<file path="src/rtl/pong_pkg.sv">
// Shared constants and types for the pong board: key count, 50 MHz derived
// debounce/auto-repeat defaults and the packed key vector type.
package pong_pkg;

    localparam int KEYS_W              = 32'd4;
    localparam int CLK_HZ              = 32'd50_000_000;
    // 10 ms settle time, 300 ms to first repeat, 50 ms between repeats
    localparam int DEBOUNCE_CYCLES_DEF = CLK_HZ / 32'd100;
    localparam int REPEAT_DELAY_DEF    = (CLK_HZ / 32'd10) * 32'd3;
    localparam int REPEAT_PERIOD_DEF   = CLK_HZ / 32'd20;

    typedef logic [KEYS_W-1:0] keys_t;

endpackage

</file>
<file path="src/rtl/key_debounce_channel.sv">
// One key: 2-flop synchronizer, debounce counter, accepted state and pulses.
// Optional auto-repeat on held keys when KEY_CONDITIONER_REPEAT_EN is defined.
module key_debounce_channel
    import pong_pkg::*;
#(
    parameter int DEBOUNCE_CYCLES = DEBOUNCE_CYCLES_DEF,
    parameter int REPEAT_DELAY    = REPEAT_DELAY_DEF,
    parameter int REPEAT_PERIOD   = REPEAT_PERIOD_DEF
) (
    input  logic clk_i,
    input  logic rst_n_i,
    input  logic key_n_i,
    output logic key_o,
    output logic press_o,
    output logic release_o
);

    localparam int               CNT_W   = $clog2(DEBOUNCE_CYCLES);
    localparam logic [CNT_W-1:0] CNT_MAX = CNT_W'(DEBOUNCE_CYCLES - 32'd1);

    if (DEBOUNCE_CYCLES < 2) begin : g_bad_debounce
        $error("key_debounce_channel: DEBOUNCE_CYCLES must be at least 2");
    end
    if (REPEAT_DELAY < 1 || REPEAT_PERIOD < 1) begin : g_bad_repeat
        $error("key_debounce_channel: REPEAT_DELAY and REPEAT_PERIOD must be positive");
    end

    logic             sync1_r;
    logic             sync2_r;
    logic             st_r;
    logic             press_r;
    logic             release_r;
    logic [CNT_W-1:0] cnt_r;
    logic [CNT_W-1:0] cnt_nxt_s;
    logic             accept_s;
    logic             repeat_pulse_s;

    // Synchronize the inverted (active-high) pin into the clock domain
    always_ff @(posedge clk_i or negedge rst_n_i) begin
        if (!rst_n_i) begin
            sync1_r <= 1'b0;
            sync2_r <= 1'b0;
        end else begin
            sync1_r <= ~key_n_i;
            sync2_r <= sync1_r;
        end
    end

    // Any agreement restarts the count; accept after DEBOUNCE_CYCLES disagreeing samples
    always_comb begin
        accept_s  = 1'b0;
        cnt_nxt_s = '0;
        if (sync2_r == st_r) begin
            cnt_nxt_s = '0;
        end else if (cnt_r == CNT_MAX) begin
            accept_s  = 1'b1;
            cnt_nxt_s = '0;
        end else begin
            cnt_nxt_s = cnt_r + CNT_W'(1'b1);
        end
    end

    // Counter, accepted level and edge pulses, all registered together
    always_ff @(posedge clk_i or negedge rst_n_i) begin
        if (!rst_n_i) begin
            cnt_r     <= '0;
            st_r      <= 1'b0;
            press_r   <= 1'b0;
            release_r <= 1'b0;
        end else begin
            cnt_r     <= cnt_nxt_s;
            if (accept_s) begin
                st_r <= sync2_r;
            end else begin
                st_r <= st_r;
            end
            press_r   <= (accept_s & sync2_r) | repeat_pulse_s;
            release_r <= accept_s & ~sync2_r;
        end
    end

`ifdef KEY_CONDITIONER_REPEAT_EN
    localparam int               REP_W      = $clog2(REPEAT_DELAY + 32'd1);
    localparam logic [REP_W-1:0] REP_FIRE   = REP_W'(REPEAT_DELAY - 32'd1);
    // After the first repeat, restart part-way so later repeats are REPEAT_PERIOD apart
    localparam logic [REP_W-1:0] REP_RELOAD = REP_W'(REPEAT_DELAY - REPEAT_PERIOD);

    if (REPEAT_PERIOD > REPEAT_DELAY) begin : g_bad_period
        $error("key_debounce_channel: REPEAT_PERIOD must not exceed REPEAT_DELAY");
    end

    logic [REP_W-1:0] rep_cnt_r;

    assign repeat_pulse_s = st_r & ~accept_s & (rep_cnt_r == REP_FIRE);

    // Repeat timer runs only while the accepted level is held; cleared on any acceptance
    always_ff @(posedge clk_i or negedge rst_n_i) begin
        if (!rst_n_i) begin
            rep_cnt_r <= '0;
        end else if (accept_s || !st_r) begin
            rep_cnt_r <= '0;
        end else if (rep_cnt_r == REP_FIRE) begin
            rep_cnt_r <= REP_RELOAD;
        end else begin
            rep_cnt_r <= rep_cnt_r + REP_W'(1'b1);
        end
    end
`else
    assign repeat_pulse_s = 1'b0;
`endif

    assign key_o     = st_r;
    assign press_o   = press_r;
    assign release_o = release_r;

endmodule

</file>
<file path="src/rtl/key_conditioner.sv">
// Conditions the raw active-low key pins into clean levels and press/release
// pulses, one independent channel per key. Auto-repeat: KEY_CONDITIONER_REPEAT_EN.
module key_conditioner
    import pong_pkg::*;
#(
    parameter int DEBOUNCE_CYCLES = DEBOUNCE_CYCLES_DEF,
    parameter int REPEAT_DELAY    = REPEAT_DELAY_DEF,
    parameter int REPEAT_PERIOD   = REPEAT_PERIOD_DEF
) (
    input  logic  clk_i,
    input  logic  rst_n_i,
    input  keys_t keys_n_i,
    output keys_t keys_o,
    output keys_t keys_press_o,
    output keys_t keys_release_o
);

    for (genvar k = 0; k < KEYS_W; k++) begin : g_key
        key_debounce_channel #(
            .DEBOUNCE_CYCLES(DEBOUNCE_CYCLES),
            .REPEAT_DELAY   (REPEAT_DELAY),
            .REPEAT_PERIOD  (REPEAT_PERIOD)
        ) u_channel (
            .clk_i    (clk_i),
            .rst_n_i  (rst_n_i),
            .key_n_i  (keys_n_i[k]),
            .key_o    (keys_o[k]),
            .press_o  (keys_press_o[k]),
            .release_o(keys_release_o[k])
        );
    end

endmodule

</file>
<file path="config.mk">
export PLATFORM = sky130hd
export DESIGN_NAME = key_conditioner
export DESIGN_NICKNAME = d
export VERILOG_FILES = /design/src/rtl/pong_pkg.sv /design/src/rtl/key_debounce_channel.sv /design/src/rtl/key_conditioner.sv
export SDC_FILE = /design/constraint.sdc
export NUM_CORES = 1
export LEC_CHECK = 0
export ABC_AREA = 1
export CAP_MARGIN = 20
export CELL_PAD_IN_SITES_DETAIL_PLACEMENT = 1
export CELL_PAD_IN_SITES_GLOBAL_PLACEMENT = 1
export CORE_MARGIN = 1.5
export CORE_UTILIZATION = 30
export CTS_CLUSTER_SIZE = 25
export DETAILED_ROUTE_END_ITERATION = 8
export PLACE_DENSITY = 0.64
export SYNTH_ARGS = -nofsm -noshare
export SYNTH_HDL_FRONTEND = slang
export SYNTH_HIERARCHICAL = 1
export SYNTH_SLANG_ARGS = --single-unit
</file>
<file path="constraint.sdc">
create_clock -name clk_i -period 2.1 [get_ports clk_i]
set_input_delay 0.315 -clock clk_i [delete_from_list [all_inputs] [get_ports clk_i]]
set_output_delay 0.315 -clock clk_i [all_outputs]
set_load 0.1 [all_outputs]
</file>
; After elaboration in Yosys (flattened, before gate mapping)
; Cells that the tools add are included.
[word_totals]
ff_bits = 96
in_bits = 6
output_inout_bits = 12
wordCells = 68
[op_classes]
addsub = 4
n_eq_ne = 8
muxes = 16
bitwise_logic = 16
[op_table]
columns = op, count
row1 = 19-bit two-way mux, 8
row2 = 19-bit by 1-bit adder with 19-bit output (second input constant), 4
row3 = 19-bit == test (second input constant), 4
row4 = 1-bit AND, 8
row5 = 1-bit two-way mux, 8
row6 = 1-bit NOT, 8
row7 = 1-bit == test, 4

; Longest topological paths before layout
[depth]
ltp_word = 4
depth_mapped = 8
mapped_depth_nobuf = 8

; By module
; The synthesis kept the hierarchy.
[by_module_without_submodules]
columns = module, instances, cells_per_inst, area_each_um2, seq_area_each_um2
row1 = key_debounce_channel, 4, 155, 1253.7, 600.6

; Worst setup path before layout
; No wires, ideal clock.
[synth_path]
path_type = flip-flop to flip-flop
start = reg g_key[0].u_channel.st_r
end = reg g_key[0].u_channel.cnt_r[5]
setup_time_ns = 0.120
t_arrival_ns = 1.660
required_time_ns = 1.980
slack_ns = 0.320
path_stages_with_launch = 6
n_path_buf = 0
period_less_slack_ns = 1.780
cell_sequence = dfrtp_1 nor2_1 nor2_2 inv_2 nand2_2 nor2_1
[synth_between]
elab_chain_len = 2
[synth_lines]
columns = item, line
row1 = from (decl), key_debounce_channel.sv:30  ; logic st_r;
row2 = from (signal assigned), key_debounce_channel.sv:73  ; st_r <= sync2_r;
row3 = from (signal assigned), key_debounce_channel.sv:75  ; st_r <= st_r;
row4 = 1-bit == test, key_debounce_channel.sv:53  ; if (sync2_r == st_r) begin
row5 = 19-bit two-way mux, key_debounce_channel.sv:53
row6 = via g_key[0].u_channel.cnt_nxt_s[5], key_debounce_channel.sv:34  ; logic [CNT_W-1:0] cnt_nxt_s;
row7 = to (signal assigned), key_debounce_channel.sv:71  ; cnt_r <= cnt_nxt_s;
row8 = to (decl), key_debounce_channel.sv:33  ; logic [CNT_W-1:0] cnt_r;
; The timed path passes the listed nets, and every way through them passes these cells.
; A chain may end at the register's enable or synchronous reset.

; Final worst setup path
[layout_path]
start = reg g_key[1].u_channel.cnt_r[0]
end = reg g_key[1].u_channel.cnt_r[18]
[layout_between]
elab_chain_len = 3
elab_cells_between_ends = 4
classes_between = 1 x add/sub / 1 x eq/ne / 2 x mux
[layout_lines]
columns = item, line
row1 = from (decl), key_debounce_channel.sv:33
row2 = from (signal assigned), key_debounce_channel.sv:71
row3 = 19-bit by 1-bit adder with 19-bit output / 19-bit == test (equally long branches), "key_debounce_channel.sv:59, key_debounce_channel.sv:55"
row4 = 19-bit two-way mux *, key_debounce_channel.sv:55  ; end else if (cnt_r == CNT_MAX) begin
row5 = 19-bit two-way mux *, key_debounce_channel.sv:53
row6 = via g_key[1].u_channel.cnt_nxt_s[18], key_debounce_channel.sv:34
; Mark *: on every way through the listed nets, which the timed path passes. The rest lies on a longest branch.

==> impl_metrics.toml <==
[clock_network]
clk_latency_ps = 350
clkTransAtPathRegs_ps = 70
numClockSinks = 96
htree_levels = 3
cts_root_buffer = "clkbuf_16"
cts_tree = "yes"
clock_path_buffers = 2
post_cts_buffers = 0
cts_buffers = 9
postCtsResizedCells = 0
cts_hold_buf = 1

[floorplanning]
dieArea_um2 = 17500
fp-row-count = 47
die_h_um = 132
ios = 18
core_um2 = 16500
dieWidth_um = 132
initial_core_util = 0.305

[synthesis]
netlist_area_um2 = 5010
netlist-cell-type-count = 22
synthCells = 620
synth_edf_count = 0
netlist.area_leader.share = 0.479
netlist_top_cells_area = "dfrtp_1, nor2_1, nand2_1"
synth_largest_area_cell = "dfrtp_1"
seq_area_frac_synth = 0.479
syn_nets = 630
yosysWarnings = 6
post-synth-top-count-cell = "nor2_1"
synthTopCellsByCount = "nor2_1, nand2_1, dfrtp_1, inv_1, nand3_1"
synth_ff_type = "dfrtp_1"
syn_area_per_cell_um2 = 8.09
ys_seq_elements = 96
synthArstFlopShare = 1.00

[routing]
drc = 0
postRouteAntennaNets = 0
routed_wl_mm = 11.8
drtPass1Iterations = 4
drt_iter0_markers = 94
via_count = 4003
avgViaCountPerCell = 4.55
routedWlPerCell_um = 13.5

[final_layout]
layout.nets = 665
final_cells = 880
regArea_um2 = 2400
syn2layout_area_growth_pct = 16.2
final_layout_size_suffix_gt1_frac = 0.161
num-fill-cells = 2021
multiInputGateArea_um2 = 2300
diodes = 0

[critical_path]
critical_path_buf_inv_count = 0
cp.required_ps = 2330
crit_arrival_ps = 1780
cp.depth = 8
reg2reg_depth = 8
crit_chain = "ha_1 -> nand2_1 -> nor2_2 -> nand2_1 -> nor2_1 -> nand3_1 -> nand3_1 -> nor2_1"
setup.worst_path.start_class = "register"
r2r_setup_slack_ps = 550
cp_top_family = "simple AND/OR/NAND/NOR gates"
cp_slowest_cell = "dfrtp_1"
worstSetupPathType = "register to register"
critPathMaxStageDelay_ps = 370
critPathMaxFanout = 4
critPathCaptureType = "register"

[global_routing]
first_global_vias = 4348
grt_pass1_wl_mm = 20.9
grt_max_degree = 42
antenna_found_initial = 0
overflow = 0
grt_usage = 0.148

[place]
gp_congestion = 0.818
dp_hpwl_mm = 8.95
dp.cells = 863
io_buffers = 17

[power_and_ir_drop]
ir_drop_mv = 0.686
power.total_w = 0.00382
p_leak_nw = 2.52
powerDensity_nw_per_um2 = 656

[sta]
fin_crit_sh = 0.736
hold_viol = 0
rsz0062_at_grt = "false"
fin_crit_ps = 1550
finalSetupTns_ps = 0
relSlewSlack = 0.611
worstMarginPinSlew_ps = 584
drv_slew = 0
fin_skew_ps = 7.28
finalSetupViolations = 0
max_freq_ghz = 0.647

[worst_hold_path]
hp-class = "register to register"
hold_depth = 0

[run_status]
status = "finished, final reports clean"

[job]
maxCapViolCount = 0
## through the flow
stage	setup WS [ps]	hold slack (ps)	util	cell area (µm²)
floorplan	320	19.4	-	5010
global placement	643	334	0.334	5500
detailed placement	567	337	0.334	5500
CTS	547	352	0.354	5830
global route	391	371	0.354	5830
finish	555	349	0.354	5830
## layout by cell type, fill, tap and decap left out, drive strengths merged, types with 2 or more instances in the layout
master	netlist	layout
nor3b	8	8
clkbuf	0	10
buf	0	19
nor2	172	172
o21ai	16	16
nand3	52	52
xnor2	12	12
nand4	8	8
nor3	16	16
xor2	24	24
bufinv	0	2
nand2	112	112
clkdlybuf4s50	0	4
ha	4	4
inv	84	86
a21oi	16	16
dfrtp	96	96
## cell type report
type,instances,share of cell area
Inverter,84,0.0541
Timing Repair Buffer,24,0.0374
Multi-Input combinational cell,440,0.394
Clock inverter,6,0.0155
Sequential cell,96,0.412
Tap cell,220,0.0472
Clock buffer,10,0.0393
## sequential cells by signal, indices dropped and copies added (netlist names)
signal,count
g_key.u_channel/cnt_r,76
g_key.u_channel/key_o,4
g_key.u_channel/press_o,4
g_key.u_channel/release_o,4
g_key.u_channel/sync1_r,4
g_key.u_channel/sync2_r,4
## path summary, 6_finish.rpt
check	startpoint	to
hold reg to reg	g_key[2].u_channel/sync1_r	g_key[2].u_channel/sync2_r
setup / recovery	g_key[1].u_channel/cnt_r[0]	g_key[1].u_channel/cnt_r[18]
setup reg to reg	g_key[1].u_channel/cnt_r[0]	g_key[1].u_channel/cnt_r[18]
min in group asynchronous	rst_n_i	g_key[1].u_channel/cnt_r[11]
hold / removal	g_key[2].u_channel/sync1_r	g_key[2].u_channel/sync2_r
max in group asynchronous	rst_n_i	g_key[3].u_channel/cnt_r[7]
## cell families (layout without fill, tap and decap cells)
group / Yosys count / count (layout) / share of synthesized area
flops: 96 / 96 / 0.479
buf+inv: 84 / 124 / 0.0629
simple gates: 368 / 368 / 0.350
compound gates: 32 / 32 / 0.0349
xor+xnor: 36 / 36 / 0.0629
fa+ha+maj: 4 / 4 / 0.00998
## power by group
group	internal, W	total [W]	switching [W]
Sequential	0.00187	0.00189	0.0000182
Combinational	0.0000463	0.000148	0.000102
Clock	0.00105	0.00178	0.000729
Total	0.00297	0.00382	0.000850
## layer usage
layer / part of all wire / global-route usage / vias up / routed length, µm
met1: 0.46 / 0.180 / 1977 / 5490
li1: - / - / 1994 / -
met5: 0 / 0 / - / 0
met3: 0.024 / 0.0392 / 7 / 286
met4: 0.0075 / 0.0360 / 0 / 89
met2: 0.50 / 0.263 / 25 / 5980
## worst register-to-register path, stage by stage, from the launching register on
cell	delay [ps]
dfrtp_1	370
ha_1	180
nand2_1	130
nor2_2	230
nand2_1	140
nor2_1	160
nand3_1	90
nand3_1	70
nor2_1	60
No activity file was read; power rests on OpenSTA's default activity.
